--- config.mk ---
export PLATFORM = sky130hd
export DESIGN_NAME = id_ex_stage
export DESIGN_NICKNAME = d
export VERILOG_FILES = /design/src/rtl/mips_pkg.sv /design/src/rtl/load_use_detector.sv /design/src/rtl/id_ex_stage.sv
export SDC_FILE = /design/constraint.sdc
export NUM_CORES = 1
export LEC_CHECK = 0
export ABC_AREA = 0
export CAP_MARGIN = 15
export CORE_UTILIZATION = 36
export CTS_BUF_LIST = sky130_fd_sc_hd__clkbuf_4 sky130_fd_sc_hd__clkbuf_8 sky130_fd_sc_hd__clkbuf_16
export CTS_CLUSTER_DIAMETER = 80
export DETAILED_ROUTE_END_ITERATION = 12
export PLACE_DENSITY_LB_ADDON = 0.3
export SLEW_MARGIN = 20
export SYNTH_ARGS = -nofsm -noshare
export SYNTH_HDL_FRONTEND = slang
export SYNTH_SLANG_ARGS = --single-unit
--- constraint.sdc ---
create_clock -name clk -period 5.7 [get_ports clk]
set_clock_uncertainty 0.15 [all_clocks]
set_input_delay 1.14 -clock clk [delete_from_list [all_inputs] [get_ports clk]]
set_output_delay 1.14 -clock clk [all_outputs]
set_load 0.1 [all_outputs]
--- src/rtl/mips_pkg.sv ---
// Shared MIPS decode definitions: opcodes, ALUOp/Branch encodings and the packed control bundle.
// Combinational helpers only; no state, no flow control.
package mips_pkg;

  localparam logic [5:0] OP_RTYPE = 6'd0;
  localparam logic [5:0] OP_BEQ   = 6'd4;
  localparam logic [5:0] OP_BNE   = 6'd5;
  localparam logic [5:0] OP_LW    = 6'd35;
  localparam logic [5:0] OP_SW    = 6'd43;

  typedef enum logic [1:0] {
    ALUOP_ADD   = 2'b00,
    ALUOP_SUB   = 2'b01,
    ALUOP_FUNCT = 2'b10
  } aluop_e;

  typedef enum logic [1:0] {
    BR_NONE = 2'b00,
    BR_BNE  = 2'b01,
    BR_BEQ  = 2'b11
  } branch_e;

  typedef struct packed {
    logic       regdst;
    logic       memread;
    logic       memtoreg;
    logic       memwrite;
    logic       alusrc;
    logic       regwrite;
    logic [1:0] aluop;
    logic [1:0] branch;
  } ctrl_t;

  localparam ctrl_t CTRL_BUBBLE = '0;

  // Reference controller decode, kept next to the encodings it depends on.
  function automatic ctrl_t decode_ctrl(input logic [5:0] opcode);
    ctrl_t c;
    c = CTRL_BUBBLE;
    case (opcode)
      OP_RTYPE: begin
        c.regdst   = 1'b1;
        c.regwrite = 1'b1;
        c.aluop    = ALUOP_FUNCT;
      end
      OP_LW: begin
        c.memread  = 1'b1;
        c.memtoreg = 1'b1;
        c.alusrc   = 1'b1;
        c.regwrite = 1'b1;
        c.aluop    = ALUOP_ADD;
      end
      OP_SW: begin
        c.memwrite = 1'b1;
        c.alusrc   = 1'b1;
        c.aluop    = ALUOP_ADD;
      end
      OP_BEQ: begin
        c.aluop  = ALUOP_SUB;
        c.branch = BR_BEQ;
      end
      OP_BNE: begin
        c.aluop  = ALUOP_SUB;
        c.branch = BR_BNE;
      end
      default: c = CTRL_BUBBLE;
    endcase
    return c;
  endfunction

  // Fields that only matter for a register write are forced to 0 when no write happens.
  function automatic ctrl_t sanitize_ctrl(input ctrl_t c);
    ctrl_t s;
    s = c;
    if (!c.regwrite) begin
      s.regdst   = 1'b0;
      s.memtoreg = 1'b0;
    end
    return s;
  endfunction

endpackage

--- src/rtl/load_use_detector.sv ---
// Combinational load-use hazard detect against the registered EX stage; flush masks the stall.
// Zero latency; the stall it raises is the backpressure to PC, IF/ID and the controller.
module load_use_detector #(
  parameter int REG_W = 5
) (
  input  logic             ex_valid,
  input  logic             ex_memread,
  input  logic [REG_W-1:0] ex_rt,
  input  logic [REG_W-1:0] id_rs,
  input  logic [REG_W-1:0] id_rt,
  input  logic             flush,
  output logic             hz,
  output logic             stall
);

  logic rt_nonzero;
  logic rt_match;

  // A load into $0 never produces a value worth waiting for.
  assign rt_nonzero = (ex_rt != '0);
  assign rt_match   = (ex_rt == id_rs) || (ex_rt == id_rt);
  assign hz         = ex_valid && ex_memread && rt_nonzero && rt_match;
  assign stall      = hz && !flush;

endmodule

--- src/rtl/id_ex_stage.sv ---
// ID/EX pipeline register with load-use stall, flush bubbles and saturating perf counters.
// One cycle ID->EX; stall_o holds the front end for exactly one cycle while a bubble enters EX.
module id_ex_stage
  import mips_pkg::*;
#(
  parameter int DATA_W = 32,
  parameter int REG_W  = 5,
  parameter int CNT_W  = 16
) (
  input  logic              clk,
  input  logic              rst,
  input  logic              id_regdst,
  input  logic              id_memread,
  input  logic              id_memtoreg,
  input  logic              id_memwrite,
  input  logic              id_alusrc,
  input  logic              id_regwrite,
  input  logic [1:0]        id_aluop,
  input  logic [1:0]        id_branch,
  input  logic [DATA_W-1:0] id_rs_data,
  input  logic [DATA_W-1:0] id_rt_data,
  input  logic [DATA_W-1:0] id_imm,
  input  logic [REG_W-1:0]  id_rs,
  input  logic [REG_W-1:0]  id_rt,
  input  logic [REG_W-1:0]  id_rd,
  input  logic [5:0]        id_funct,
  input  logic              flush_i,
  output logic              stall_o,
  output logic              ex_valid,
  output logic              ex_regdst,
  output logic              ex_memread,
  output logic              ex_memtoreg,
  output logic              ex_memwrite,
  output logic              ex_alusrc,
  output logic              ex_regwrite,
  output logic [1:0]        ex_aluop,
  output logic [1:0]        ex_branch,
  output logic [DATA_W-1:0] ex_rs_data,
  output logic [DATA_W-1:0] ex_rt_data,
  output logic [DATA_W-1:0] ex_imm,
  output logic [REG_W-1:0]  ex_rs,
  output logic [REG_W-1:0]  ex_rt,
  output logic [REG_W-1:0]  ex_rd,
  output logic [5:0]        ex_funct,
  output logic [CNT_W-1:0]  stall_cnt,
  output logic [CNT_W-1:0]  flush_cnt
);

  localparam logic [CNT_W-1:0] CNT_MAX = '1;
  localparam logic [CNT_W-1:0] CNT_ONE = {{(CNT_W-1){1'b0}}, 1'b1};

  ctrl_t id_ctrl;
  ctrl_t ex_ctrl;
  logic  hz;

  always_comb begin
    id_ctrl          = CTRL_BUBBLE;
    id_ctrl.regdst   = id_regdst;
    id_ctrl.memread  = id_memread;
    id_ctrl.memtoreg = id_memtoreg;
    id_ctrl.memwrite = id_memwrite;
    id_ctrl.alusrc   = id_alusrc;
    id_ctrl.regwrite = id_regwrite;
    id_ctrl.aluop    = id_aluop;
    id_ctrl.branch   = id_branch;
  end

  load_use_detector #(
    .REG_W (REG_W)
  ) u_load_use_detector (
    .ex_valid   (ex_valid),
    .ex_memread (ex_ctrl.memread),
    .ex_rt      (ex_rt),
    .id_rs      (id_rs),
    .id_rt      (id_rt),
    .flush      (flush_i),
    .hz         (hz),
    .stall      (stall_o)
  );

  // Flush and stall both insert a fully zeroed bubble; flush takes priority.
  always_ff @(posedge clk or posedge rst) begin
    if (rst) begin
      ex_ctrl    <= CTRL_BUBBLE;
      ex_valid   <= 1'b0;
      ex_rs_data <= '0;
      ex_rt_data <= '0;
      ex_imm     <= '0;
      ex_rs      <= '0;
      ex_rt      <= '0;
      ex_rd      <= '0;
      ex_funct   <= '0;
    end else if (flush_i || hz) begin
      ex_ctrl    <= CTRL_BUBBLE;
      ex_valid   <= 1'b0;
      ex_rs_data <= '0;
      ex_rt_data <= '0;
      ex_imm     <= '0;
      ex_rs      <= '0;
      ex_rt      <= '0;
      ex_rd      <= '0;
      ex_funct   <= '0;
    end else begin
      ex_ctrl    <= sanitize_ctrl(id_ctrl);
      ex_valid   <= 1'b1;
      ex_rs_data <= id_rs_data;
      ex_rt_data <= id_rt_data;
      ex_imm     <= id_imm;
      ex_rs      <= id_rs;
      ex_rt      <= id_rt;
      ex_rd      <= id_rd;
      ex_funct   <= id_funct;
    end
  end

  always_ff @(posedge clk or posedge rst) begin
    if (rst) begin
      stall_cnt <= '0;
      flush_cnt <= '0;
    end else begin
      if (flush_i && (flush_cnt != CNT_MAX)) flush_cnt <= flush_cnt + CNT_ONE;
      if (stall_o && (stall_cnt != CNT_MAX)) stall_cnt <= stall_cnt + CNT_ONE;
    end
  end

  assign ex_regdst   = ex_ctrl.regdst;
  assign ex_memread  = ex_ctrl.memread;
  assign ex_memtoreg = ex_ctrl.memtoreg;
  assign ex_memwrite = ex_ctrl.memwrite;
  assign ex_alusrc   = ex_ctrl.alusrc;
  assign ex_regwrite = ex_ctrl.regwrite;
  assign ex_aluop    = ex_ctrl.aluop;
  assign ex_branch   = ex_ctrl.branch;

  // The bubble clears ex_memread, so a second back-to-back stall means the detector is broken.
  a_single_cycle_stall : assert property (
    @(posedge clk) disable iff (rst) stall_o |=> !stall_o
  );

  a_ctrl_known_on_write : assert property (
    @(posedge clk) disable iff (rst)
      id_regwrite |-> !$isunknown({id_regdst, id_memread, id_memtoreg, id_memwrite,
                                   id_alusrc, id_aluop, id_branch})
  );

endmodule

==> metrics.log, run 1 <==
INFO  metric result_of_the_run = finished, final reports clean
INFO  metric timing.final.crit_share = 0.7245
INFO  metric vias_in_the_first_global_route = approximately 4500
INFO  metric clk_pin_slew_worst_setup_hold_paths = approximately 0.06 ns
INFO  metric floorplan.io_pins = about 290
INFO  metric routed_wire_length_per_instance = around 16 um
INFO  metric remaining_drc_errors = 0
INFO  metric hold_slack = around 0.33 ns
INFO  metric cts_root_buf = clkbuf_16
INFO  metric port_buffers = 290
INFO  metric overall_die_height = between 100 and 150 um
INFO  metric setup.worst_path.start_class = input pin
INFO  metric dr_total_vias = between 4000 and 5000
INFO  metric max-slew-margin-rel = 0.3151
INFO  metric final-setup-viol-count = 0
INFO  metric synth.yosys.seq_area_share = 0.6905
INFO  metric post_synth_num_cell_types = 36
INFO  metric max_freq = ~240 MHz
INFO  metric grt_max_degree = 82
INFO  metric min-delay-path-class = reg2reg
INFO  metric total_number_of_yosys_warnings = 0
INFO  metric finalNetCount = around 860
INFO  metric postCtsHoldBufs = 0
INFO  metric rows = 46
INFO  metric detailedRoute.firstIterationViolations = 133
INFO  metric peak_fanout_along_the_critical_path = 17
INFO  metric synthesis.instances = between 400 and 500
INFO  metric layout_min_cycle_time = approximately 4.1 ns
INFO  metric worstHoldPathCells = 1
INFO  metric timing.setup.critical_path_class = in2out
INFO  metric fin_total_pwr = around 3.3 mW
INFO  metric worstReg2RegEnd = ex_regdst
INFO  metric setup_repair_after_global_routing_missed_its_margin = no
INFO  metric h-tree-depth = 4
INFO  metric tritoncts = done
INFO  metric drv.max_cap_violation_count = 0
INFO  metric dpl-instance-area = 8940 um^2
INFO  metric finalHoldViolCount = 0
INFO  metric drv_slew = 0
INFO  metric ys_seq_elements = between 150 and 200
INFO  metric gp_congestion = around 0.8
INFO  metric syn_area_per_cell = ~13 um^2
INFO  metric syn_to_final_growth = 64.44%
INFO  metric clk-insertion-delay-late = 0.42 ns
INFO  metric design.core.area = 15830 um^2
INFO  metric regToRegStartpoint = ex_rt[0]
INFO  metric power.leakage = between 4 and 5 nW
INFO  metric power.density = approximately 350 nW/um^2
INFO  metric crit_end_category = output pin
INFO  metric ys_async_sr_fraction = 1.000
INFO  metric antenna-diode-count = 0
INFO  metric finalSetupTns = 0 ns
INFO  metric grt_overall_usage = 0.1889
INFO  metric cp_data_required_time = ~4.4 ns
INFO  metric synth.cell_area = around 5800 um^2
INFO  metric cts.repair_timing.setup_buffer_count = 0
INFO  metric initial_antenna_violation_count = 0
INFO  metric drt_first_pass_iters = 5
INFO  metric final_global_route_overflow_total = 0
INFO  metric die_area = 16620 um^2
INFO  metric route.detailed.vias_per_inst = 4.485
INFO  metric postRouteWirelength = ~15000 um
INFO  metric first_pass_grt_wire_length = about 23000 um
INFO  metric cts_repair_resize_count = 0
INFO  metric startpoint = id_rs[1]
INFO  metric floorplan.die.width = about 130 um
INFO  metric drtAntennaViolNets = 0
INFO  metric worst_hold_path.endpoint = flush_cnt[8]
INFO  metric stdcell_area = about 9500 um^2
INFO  metric r2r_slack = between 2 and 3 ns
INFO  metric syn_nets = between 500 and 600
INFO  metric detailed_place_hpwl = ~11000 um
INFO  metric ys_dominant_reg_cell = dfrtp_1
INFO  metric initial_core_utilization = 0.3663
INFO  metric clockBufferDepth = 2
INFO  metric timing_worst_slew_pin_value = about 1.0 ns
INFO  metric synth_enable_flop_cells = 0
INFO  metric vdd_drop_max = between 0.2 and 0.25 mV
INFO  metric cts-buffers-inserted = 17
INFO  metric hold_path_startpoint = flush_cnt[8]
INFO  metric critPathArrivalTime = approximately 2.8 ns
INFO  metric clock-sinks = 160
INFO  metric drive_above_1_share = 0.05914
INFO  metric count_of_cells_along_the_worst_register_to_register_path = 6
==> routing by layer <==
metal | GRT usage | routed length, um
met1 | 0.2075 | 5895
met5 | 0 | 0
met4 | 0.08235 | 283
met2 | 0.3180 | 7460
met3 | 0.08233 | 1486
==> cells in the mapped netlist (2+ instances only) <==
library cell	n	area share
xnor2_1	32	0.048
dfrtp_1	160	0.69
and2_1	127	0.14
a21oi_1	4	0.0035
nand3_1	18	0.016
and3_1	8	0.0086
nor3_1	2	0.0017
inv_1	2	0.0013
nand2_1	13	0.0084
nor4b_1	2	0.0030
and4_1	9	0.014
xor2_1	3	0.0045
ha_1	2	0.0043
buf_4	3	0.0039
nor2_1	7	0.0045
clkbuf_2	11	0.0095
buf_2	2	0.0017
nand4_1	9	0.0097
nand4b_1	2	0.0030
mux2_2	2	0.0039
==> layout by cell type (no fill, tap or decap), types with 5 or more instances in the layout <==
cell type and count:
clkdlybuf4s50_1 289, dfrtp_1 160, and2_1 127, xnor2_1 32
nand3_1 18, clkbuf_16 17, nand2_1 13, and4_1 9
nand4_1 9, and3_1 8, nor2_1 7, buf_4 5
==> cells by family (layout without fill, tap and decap cells) <==
kind of cell,after synthesis,after routing,share of synthesized area
AO/OA/AOI/OAI,11,11,0.01446
XOR/XNOR,35,35,0.05287
adder cells (fa/ha/maj),2,2,0.004315
buffers and inverters,19,329,0.01705
flip-flops,160,160,0.6905
multiplexers,3,3,0.005826
AND/OR/NAND/NOR,204,204,0.2149
==> report_power, final <==
group | internal [mW] | switching [mW]
combinational | 0.261 | 0.685
clock | 0.641 | 0.443
sequential | 1.21 | 0.0534
total | 2.11 | 1.18
==> worst max-delay path, cell delays in order <==
cell and delay [ns]:
clkdlybuf4s50_1 0.53, xnor2_1 0.15, nand3_1 0.10, o22ai_1 0.21, buf_4 0.26, and2_1 0.16, buf_4 0.28
==> state kept, by name, indices dropped and copies added (netlist names), 2 cells and up <==
register and flops:
ex_aluop 2, ex_branch 2, ex_funct 6, ex_imm 32, ex_rd 5, ex_rs 5
ex_rs_data 32, ex_rt 5, ex_rt_data 32, flush_cnt 16, stall_cnt 16
==> area by class of cell <==
type	count	area (um^2)
Sequential cell	160	4004
Clock inverter	9	85.08
Clock buffer	22	481.7
Timing Repair Buffer	296	2978
Inverter	2	12.51
Tap cell	216	270.3
Multi-Input combinational cell	255	1703
Fill cell	1239	6294
==> worst max-delay path by stage <==
stage | endpoint | slack, ns | cells past startpoint
2_1_floorplan | ex_aluop[0] | 0.09 | 1
3_3_place_gp | stall_o | 1.56 | 7
3_5_place_dp | stall_o | 1.54 | 7
4_1_cts | stall_o | 1.53 | 7
5_1_grt | stall_o | 1.44 | 7
6_report | stall_o | 1.57 | 7
==> stage by stage <==
| step | cells | utilization | worst slack [ns] |
|---|---|---|---|
| 2_1_floorplan | 434 | - | 0.09008 |
| 3_3_place_gp | 928 | 0.5648 | 1.561 |
| 3_5_place_dp | 928 | 0.5648 | 1.540 |
| 4_1_cts | 959 | 0.6006 | 1.532 |
| 5_1_grt | 960 | 0.6024 | 1.444 |
| 6_report | 960 | 0.6024 | 1.570 |
Note: power is estimated with default switching activity, not from simulation.
==> run 2, diff against run 1 <==
- CORE_UTILIZATION: 36 -> 40
- clock period: 5.7 -> 4.1 ns (I/O delays scaled with it)
==> run 2 against run 1 <==
  * Sequential cell count did not move
  * Critical path depth down 1
  * Combinational power grew 40%
  * Global-route usage is 2.0 points higher
  * Wire length grew 0.60%
  * Total power increased by 41%
  * First-iteration DRC count increased by 100%
  * Final area down 0.21%
  * Via count rose by 0.77%
  * Register-to-register slack got worse by 1.2 ns
  * Count of clock-buffer cells in the layout is 4 higher
==> metrics.log, run 2 (same netlist as run 1, synthesis figures left out) <==
INFO  metric result_of_the_run = finished, final reports clean (unchanged)
INFO  metric initial_antenna_violation_count = 0 (unchanged)
INFO  metric grt_max_degree = 129 (was 82)
INFO  metric detailed_place_hpwl = 11310 um (was 11030 um)
INFO  metric timing_worst_slew_pin_value = 1.051 ns (was 1.024 ns)
INFO  metric timing.final.crit_share = 0.7855
INFO  metric power.density = 488.8 nW/um^2 (was 345.6 nW/um^2)
INFO  metric post_layout_nonfiller_instances = 923 (was 960)
INFO  metric postCtsHoldBufs = 0 (unchanged)
INFO  metric setup.worst_path.start_class = input pin (unchanged)
INFO  metric detailedRoute.firstIterationViolations = 272 (was 133)
INFO  metric syn_to_final_growth = 64.09% (was 64.44%)
INFO  metric drv_slew = 0 (unchanged)
INFO  metric die_area = 14980 um^2 (was 16620 um^2)
INFO  metric drv.max_cap_violation_count = 0 (unchanged)
INFO  metric floorplan.die.width = 122.4 um (was 128.9 um)
INFO  metric postRouteWirelength = 15220 um (was 15130 um)
INFO  metric remaining_drc_errors = 0 (unchanged)
INFO  metric antenna-diode-count = 0 (unchanged)
INFO  metric route.detailed.vias_per_inst = 4.701 (was 4.485)
INFO  metric post-place-cells = 892 (was 928)
INFO  metric design.core.area = 13990 um^2 (was 15830 um^2)
INFO  metric hold_slack = 0.3627 ns (was 0.3338 ns)
INFO  metric overall_die_height = 122.4 um (was 128.9 um)
INFO  metric first_pass_grt_wire_length = 23250 um (was 23160 um)
INFO  metric cts_repair_resize_count = 0 (unchanged)
INFO  metric dr_total_vias = 4339 (was 4306)
INFO  metric fin_total_pwr = 4.650 mW (was 3.295 mW)
INFO  metric biggestRegsByFlops = ex_imm (32), ex_rs_data (32), ex_rt_data (32) (unchanged)
INFO  metric power.leakage = 4.144 nW (was 4.131 nW)
INFO  metric layout.cells.most_common = clkdlybuf4s50_1 (unchanged)
INFO  metric dpl-instance-area = 8919 um^2 (was 8940 um^2)
INFO  metric clk_pin_slew_worst_setup_hold_paths = 0.06 ns (about the same)
INFO  metric drt_first_pass_iters = 4 (was 5)
INFO  metric routed_wire_length_per_instance = 16.49 um (was 15.76 um)
INFO  metric drive_above_1_share = 0.05787 (was 0.05914)
INFO  metric gp_congestion = 0.8422 (was 0.7883)
INFO  metric min-delay-path-class = reg2reg (unchanged)
INFO  metric final-setup-viol-count = 0 (unchanged)
INFO  metric clockBufferDepth = 2 (unchanged)
INFO  metric cts-buffers-inserted = 17 (unchanged)
INFO  metric vdd_drop_max = 0.2846 mV (was 0.2104 mV)
INFO  metric clk-insertion-delay-late = 0.41 ns (was 0.42 ns)
INFO  metric tritoncts = done (unchanged)
INFO  metric peak_fanout_along_the_critical_path = 2 (was 17)
INFO  metric cp_data_required_time = 3.13 ns (was 4.41 ns)
INFO  metric timing.setup.critical_path_class = in2out (unchanged)
INFO  metric stdcell_area = 9514 um^2 (was 9534 um^2)
INFO  metric finalNetCount = 863 (was 864)
INFO  metric port_buffers = 290 (unchanged)
INFO  metric finalSetupTns = 0 ns (unchanged)
INFO  metric grt_overall_usage = 0.2093 (was 0.1889)
INFO  metric rows = 43 (was 46)
INFO  metric crit_end_category = output pin (unchanged)
INFO  metric clock-sinks = 160 (unchanged)
INFO  metric cts_root_buf = clkbuf_16 (unchanged)
INFO  metric worstHoldPathCells = 1 (unchanged)
INFO  metric final_global_route_overflow_total = 0 (unchanged)
INFO  metric count_of_cells_along_the_worst_register_to_register_path = 6 (unchanged)
INFO  metric max-slew-margin-rel = 0.2973 (was 0.3151)
INFO  metric floorplan.io_pins = 291 (unchanged)
INFO  metric max_freq = about 310 MHz
INFO  metric finalHoldViolCount = 0 (unchanged)
INFO  metric layout_min_cycle_time = 3.221 ns
INFO  metric vias_in_the_first_global_route = 4632 (was 4483)
INFO  metric setup_repair_after_global_routing_missed_its_margin = no (unchanged)
INFO  metric drtAntennaViolNets = 0 (unchanged)
INFO  metric layout.cells.most_common_list = 289 x clkdlybuf4s50_1, 160 x dfrtp_1, 127 x and2_1 (unchanged)
INFO  metric cts.repair_timing.setup_buffer_count = 0 (unchanged)
INFO  metric initial_core_utilization = 0.4145 (was 0.3663)
INFO  metric h-tree-depth = 4 (unchanged)
INFO  metric critPathArrivalTime = 2.25 ns (was 2.84 ns)
-- run 2: cell count changes in the layout (fill, tap and decap cells not counted), moves of 2 or more --
| cell | previous run | this run |
|---|---|---|
| clkinv_4 | 2 | 0 |
| buf_12 | 1 | 3 |
| clkbuf_4 | 2 | 5 |
| buf_4 | 5 | 3 |
-- run 2: worst paths after layout --
kind                         startpoint        endpoint  slack, ns
max                            id_rs[1]         stall_o       0.88
min                        flush_cnt[8]    flush_cnt[8]       0.36
max reg2reg                stall_cnt[0]    stall_cnt[1]       1.76
min reg2reg                flush_cnt[8]    flush_cnt[8]       0.36
max in group asynchronous           rst  ex_rs_data[16]       2.23
min in group asynchronous           rst  ex_rs_data[24]       0.75
-- run 2: layer usage --
metal / wire [um] / global-route usage / up-vias
met2: 8029 / 0.3631 / 184
li1: - / - / 2003
met3: 1333 / 0.08597 / 30
met4: 447 / 0.1014 / 0
met5: 0 / 0 / -
met1: 5405 / 0.2183 / 2122
-- run 2: worst max-delay path, cell delays in order --
cell and delay (ns):
clkdlybuf4s50_1 0.52, xnor2_1 0.14, nand3_1 0.09, o22ai_1 0.26
and2_1 0.23, buf_12 0.19
-- run 2: area by class of cell --
class | count | area [um^2]
Clock buffer | 26 | 518.0
Clock inverter | 5 | 77.57
Fill cell | 1019 | 4474
Inverter | 2 | 11.26
Multi-Input combinational cell | 255 | 1703
Sequential cell | 160 | 4004
Tap cell | 180 | 225.2
Timing Repair Buffer | 295 | 2975
-- run 2: per-stage QoR --
step | util | setup WS (ns)
after global routing | 0.6801 | 0.8344
after global placement | 0.6376 | 0.9130
after CTS | 0.6801 | 0.8707
after detailed placement | 0.6376 | 0.8811
final | 0.6801 | 0.8794
after floorplan | - | 0.4456
-- run 2: power by group --
group          total (mW)  internal [mW]  leakage, nW  switching, mW
combinational        1.32          0.361         1.77          0.954
clock                1.57          0.990        0.297          0.582
sequential           1.76           1.68         2.08         0.0796
total                4.65           3.03         4.14           1.62
==> RTL edit 1: new RTL, flow settings as in run 1 <==
Put one more register stage on the output `flush_cnt`, without a reset. The value now appears one clock later. The other outputs are not delayed to match.
--- a/src/rtl/id_ex_stage.sv
+++ b/src/rtl/id_ex_stage.sv
@@ -48,6 +48,8 @@
 
   localparam logic [CNT_W-1:0] CNT_MAX = '1;
   localparam logic [CNT_W-1:0] CNT_ONE = {{(CNT_W-1){1'b0}}, 1'b1};
+
+  logic [CNT_W-1:0] flush_cnt_s0;
 
   ctrl_t id_ctrl;
   ctrl_t ex_ctrl;
@@ -116,9 +118,9 @@
   always_ff @(posedge clk or posedge rst) begin
     if (rst) begin
       stall_cnt <= '0;
-      flush_cnt <= '0;
+      flush_cnt_s0 <= '0;
     end else begin
-      if (flush_i && (flush_cnt != CNT_MAX)) flush_cnt <= flush_cnt + CNT_ONE;
+      if (flush_i && (flush_cnt_s0 != CNT_MAX)) flush_cnt_s0 <= flush_cnt_s0 + CNT_ONE;
       if (stall_o && (stall_cnt != CNT_MAX)) stall_cnt <= stall_cnt + CNT_ONE;
     end
   end
@@ -143,5 +145,9 @@
                                    id_alusrc, id_aluop, id_branch})
   );
 
+  always_ff @(posedge clk) begin
+    flush_cnt <= flush_cnt_s0;
+  end
+
 endmodule
 
Behaviour: not the same (a bounded check fails within 4 cycles, from zero or initial values and one cycle with rst high).
==> RTL edit 1 against run 1 <==
Register-to-register slack worse by 40 ps; power up 5.8%; clock power up 6%; setup slack better by 44 ps; final area up 3.3%; sequential cell count up 16; sequential share of layout area up 1.9 points; wire length up 2.8%; area after synthesis up 5.5%; combinational power about the same.
==> RTL edit 1: results (changes against run 1) <==
global_route:
  grt_usage_pct: 18.4  # -0.46 points
  grt_start_max_net_pins: 96  # +17%
  first_global_vias: 4655  # +3.8%
  grt_first_pass_wirelength_mm: 24.5  # +5.6%
synthesis:
  synth.mux.area_fraction_pct: 0.552  # -0.031 points
  synthAdderAreaFrac_pct: 0.409  # -0.023 points
  ys_async_sr_fraction_pct: 90.9  # -9.1 points
  synthDistinctLibCells: 37  # +2.8%
  netlist_top_cells_count: "sky130_fd_sc_hd__dfrtp_1 (160), sky130_fd_sc_hd__and2_1 (127), sky130_fd_sc_hd__xnor2_1 (32)"
  xor_xnor_portion_of_the_synthesized_cell_area_pct: 5.01  # -0.28 points
  netlist_top_cells_area: "sky130_fd_sc_hd__dfrtp_1 (65%), sky130_fd_sc_hd__and2_1 (13%), sky130_fd_sc_hd__dfxtp_1 (5.2%)"
  synth_seq_area_share_pct: 70.7  # +1.6 points
  synth_area_in_compound_gates_pct: 1.37  # -0.076 points
  postSynthCellCount: 450  # +3.7%
finish:
  n_fill_cell: 1331  # +7.4%
  nNetsFinal: 877  # +1.5%
worst_setup_path:
  rr_worst_depth: 5  # -1
  critical_path_arrival_ps: 2800  # -40 ps
  terminus_of_the_critical_flop_to_flop_path: "ex_rs[1]$_DFF_PP0_"
  ff2ff_setup_slack_ps: 2880  # -40 ps
run_status:
  run_status: "complete, no violations"
min_path:
  timing.hold.worst_endpoint: "flush_cnt[8]$_DFF_P_"
  min_path_cells: 0  # -1
  worst_hold_startpoint: "flush_cnt_s0[8]$_DFFE_PP0P_"
detailed_routing:
  route.met2.wl_mm: 8.03  # +7.7%
  drt_first_iter_violations: 246  # +85%
  wirelength_met1_mm: 5.86  # -0.54%
  post_drt_wl_per_cell_um: 15.9  # +0.88%
  vias_per_cell: 4.49  # +0.14%
  drt_pre_antenna_iters: 4  # -1
power:
  vdd.ir_drop.worst_v: 0.000300  # +43%
  total_leakage_power_nw: 4.25  # +2.9%
sta:
  final_min_period_over_clock_period_pct: 71.7  # -0.78 points
  worst_slew_margin_rel_pct: 29.9  # -1.6 points
placed_design:
  detailed_place_hpwl_mm: 11.4  # +3.1%
  postPlaceCellArea_um2: 9260  # +3.6%
-- RTL edit 1: final cells by class --
type,count,area (µm²),area share (%)
inverters,2,12.5,0.127
flip-flops and latches,176,4320,43.9
clock buffers,19,447,4.54
clock inverters,13,138,1.40
repair buffers,293,2950,29.9
multi-input cells,255,1700,17.3
well taps,220,275,2.80
-- RTL edit 1: worst max path at each step --
stage / to / cells after the start
2_1_floorplan: ex_aluop[0]$_DFF_PP0_ / 1
3_3_place_gp: stall_o / 7
3_5_place_dp: stall_o / 7
4_1_cts: stall_o / 7
5_1_grt: stall_o / 4
6_report: stall_o / 7
-- RTL edit 1: layer usage --
metal | global-route usage (%) | vias up
met2 | 31.4 | 191
met3 | 6.88 | 27
li1 | - | 2052
met5 | 0 | -
met4 | 8.62 | 0
met1 | 20.4 | 2123
-- RTL edit 1: power by group --
part           total [mW]  internal, mW  switching, mW
Clock                1.14         0.662          0.474
Sequential           1.41          1.35         0.0603
Combinational       0.944         0.259          0.685
==> RTL edit 2: new RTL, flow settings as in run 1 <==
Without the edit above. The parameter `DATA_W` goes from 32 to 48.
--- a/src/rtl/id_ex_stage.sv
+++ b/src/rtl/id_ex_stage.sv
@@ -3,7 +3,7 @@
 module id_ex_stage
   import mips_pkg::*;
 #(
-  parameter int DATA_W = 32,
+  parameter int DATA_W = 48,
   parameter int REG_W  = 5,
   parameter int CNT_W  = 16
 ) (
Ports: changed (6 resized); port bits go from 291 to 387. No check against the original RTL was run, so the function may have changed too.
==> RTL edit 2 against run 1 <==
Sequential cell count grew 48; first-iteration DRC count rose by 40%; critical endpoint unchanged; area after synthesis is 27% higher; power is 28% higher; final area up 28%; combinational power increased by 24%; register-to-register slack improved by 120 ps; wire length grew 35%; critical path depth is the same; count of clock-buffer cells in the layout up 14; sequential share of layout area up 0.72 points; sequential power rose by 29%; setup slack lost 16 ps.
==> RTL edit 2: results (changes against run 1) <==
finish:
  buffer_count_excluding_the_clock_tree_in_the_final_layout: 392  # +32%
  fin_cells: 1210  # +26%
  clock_buffers: 36  # +64%
  multi_input_area_share_pct: 16.2  # -1.7 points
  seq_area_share_pct: 42.7  # +0.72 points
  n_antenna_cell: 2  # +2
  largest_class: "sequential cells"
  layout.buffer.nonclock.area_share_pct: 32.2  # +0.93 points
  nNetsFinal: 1110  # +28%
  non_clock_inverter_count: 5  # +3
  multi_input_cells: 300  # +18%
  n_fill_cell: 1519  # +23%
  clock_network_share_of_area_pct: 6.02  # +0.072 points
  reg_top3: "ex_imm (48), ex_rs_data (48), ex_rt_data (48)"
  flops_and_latches: 208  # +30%
  post_route_cells_drive_above_1_share_pct: 5.73  # -0.19 points
run_status:
  run_status: "complete, no violations"
detailed_routing:
  drt_pre_antenna_iters: 4  # -1
  dr_wl_met3_mm: 2.61  # +76%
  route.met2.wl_mm: 9.95  # +33%
  drt_first_iter_violations: 186  # +40%
  post_drt_wl_per_cell_um: 16.9  # +7.2%
  routed-via-count: 5318  # +24%
  wirelength_met1_mm: 7.06  # +20%
synthesis:
  yosysWarnings: 0  # unchanged
  postSynthCellCount: 534  # +23%
  synth_seq_area_share_pct: 70.8  # +1.8 points
  synthDistinctLibCells: 31  # -14%
  ys_async_sr_fraction_pct: 100  # unchanged
  netlist_top_cells_count: "sky130_fd_sc_hd__dfrtp_1 (208), sky130_fd_sc_hd__and2_1 (175), sky130_fd_sc_hd__xnor2_1 (32)"
  netlist_top_cells_area: "sky130_fd_sc_hd__dfrtp_1 (71%), sky130_fd_sc_hd__and2_1 (15%), sky130_fd_sc_hd__xnor2_1 (3.8%)"
  synth.net_count: 714  # +26%
global_route:
  grt_usage_pct: 19.3  # +0.37 points
  grt_start_max_net_pins: 116  # +41%
  first_global_vias: 5593  # +25%
  grt_antenna_before_repair: 2  # +2
  grtUsageMet1_pct: 20.2  # -0.54 points
  grt_first_pass_wirelength_mm: 30.2  # +30%
  globalRouteMet3Util_pct: 8.92  # +0.68 points
  groute.layer.met2.usage_pct: 32.7  # +0.95 points
placed_design:
  detailed_place_hpwl_mm: 15.0  # +36%
  gpl.final_weighted_congestion: 0.831  # +5.5%
  numPortBuffers: 386  # +33%
  place_ws_ps: 1570  # +29.4 ps
cts:
  worstSkewPairLatency_ps: 490  # +70 ps
  cts_root_buffer: "sky130_fd_sc_hd__clkbuf_16"
  cts_setup_buffers: 0  # unchanged
  cts_max_level: 1  # -3
  clkSlewWorstSetupHoldPaths_ps: 50
  clock_path_buffers: 3  # +1
  cts.repair.resized: 0  # unchanged
  cts-buffers-inserted: 23  # +6
sta:
  transition_at_the_pin_with_the_smallest_max_transition_slack_ps: 1080  # +59.4 ps
  finalSetupTns_ps: 0  # unchanged
worst_setup_path:
  critical-path-max-stage-delay_ps: 490  # -40 ps
  critical_path_arrival_ps: 2860  # +20 ps
  path_max_fanout: 16  # -1
power:
  p_sw_share_pct: 34.8  # -1.1 points
  total_leakage_power_nw: 5.31  # +29%
  vdd.ir_drop.worst_v: 0.000227  # +7.9%
[RTL edit 2: power by group through the flow]
stage               registers [mW]  clock network [mW]  logic (mW)
global placement              1.65                   0        1.17
finish                        1.63                1.42        1.17
CTS                           1.63                1.46        1.18
floorplan                     2.33                   0       0.137
global route                  1.64                1.52        1.21
detailed placement            1.65                   0        1.17
[RTL edit 2: stage by stage]
| step | util, % | cell area (µm²) |
|---|---|---|
| after CTS | 61.7 | 12200 |
| after detailed placement | 58.0 | 11400 |
| final | 61.8 | 12200 |
| after global routing | 61.8 | 12200 |
| after global placement | 58.0 | 11400 |
| after floorplan | - | 7350 |
[RTL edit 2: kinds of logic (layout without fill, tap and decap cells)]
family,Yosys count,after routing,synth area share (%)
AO/OA/AOI/OAI,8,8,1.14
AND/OR/NAND/NOR,249,249,20.2
buffers and inverters,26,435,2.49
multiplexers,3,3,0.460
XOR/XNOR,38,38,4.53
adder cells (fa/ha/maj),2,2,0.340
flip-flops,208,208,70.8
other,0,2,0
[RTL edit 2: worst paths after layout]
kind / startpoint / to / slack (ps) / depth (start not counted)
worst max-delay path: id_rs[0] / stall_o / 1550 / 7
worst min-delay path: stall_cnt[15]$_DFFE_PP0P_ / stall_cnt[15]$_DFFE_PP0P_ / 350 / 1
worst max register to register: ex_rt[0]$_DFF_PP0_ / ex_rt_data[28]$_DFF_PP0_ / 3040 / 6
worst min register to register: stall_cnt[15]$_DFFE_PP0P_ / stall_cnt[15]$_DFFE_PP0P_ / 350 / 1
max in group asynchronous: rst / ex_rt_data[20]$_DFF_PP0_ / 3310 / 4
min in group asynchronous: rst / ex_rs[4]$_DFF_PP0_ / 1000 / 3
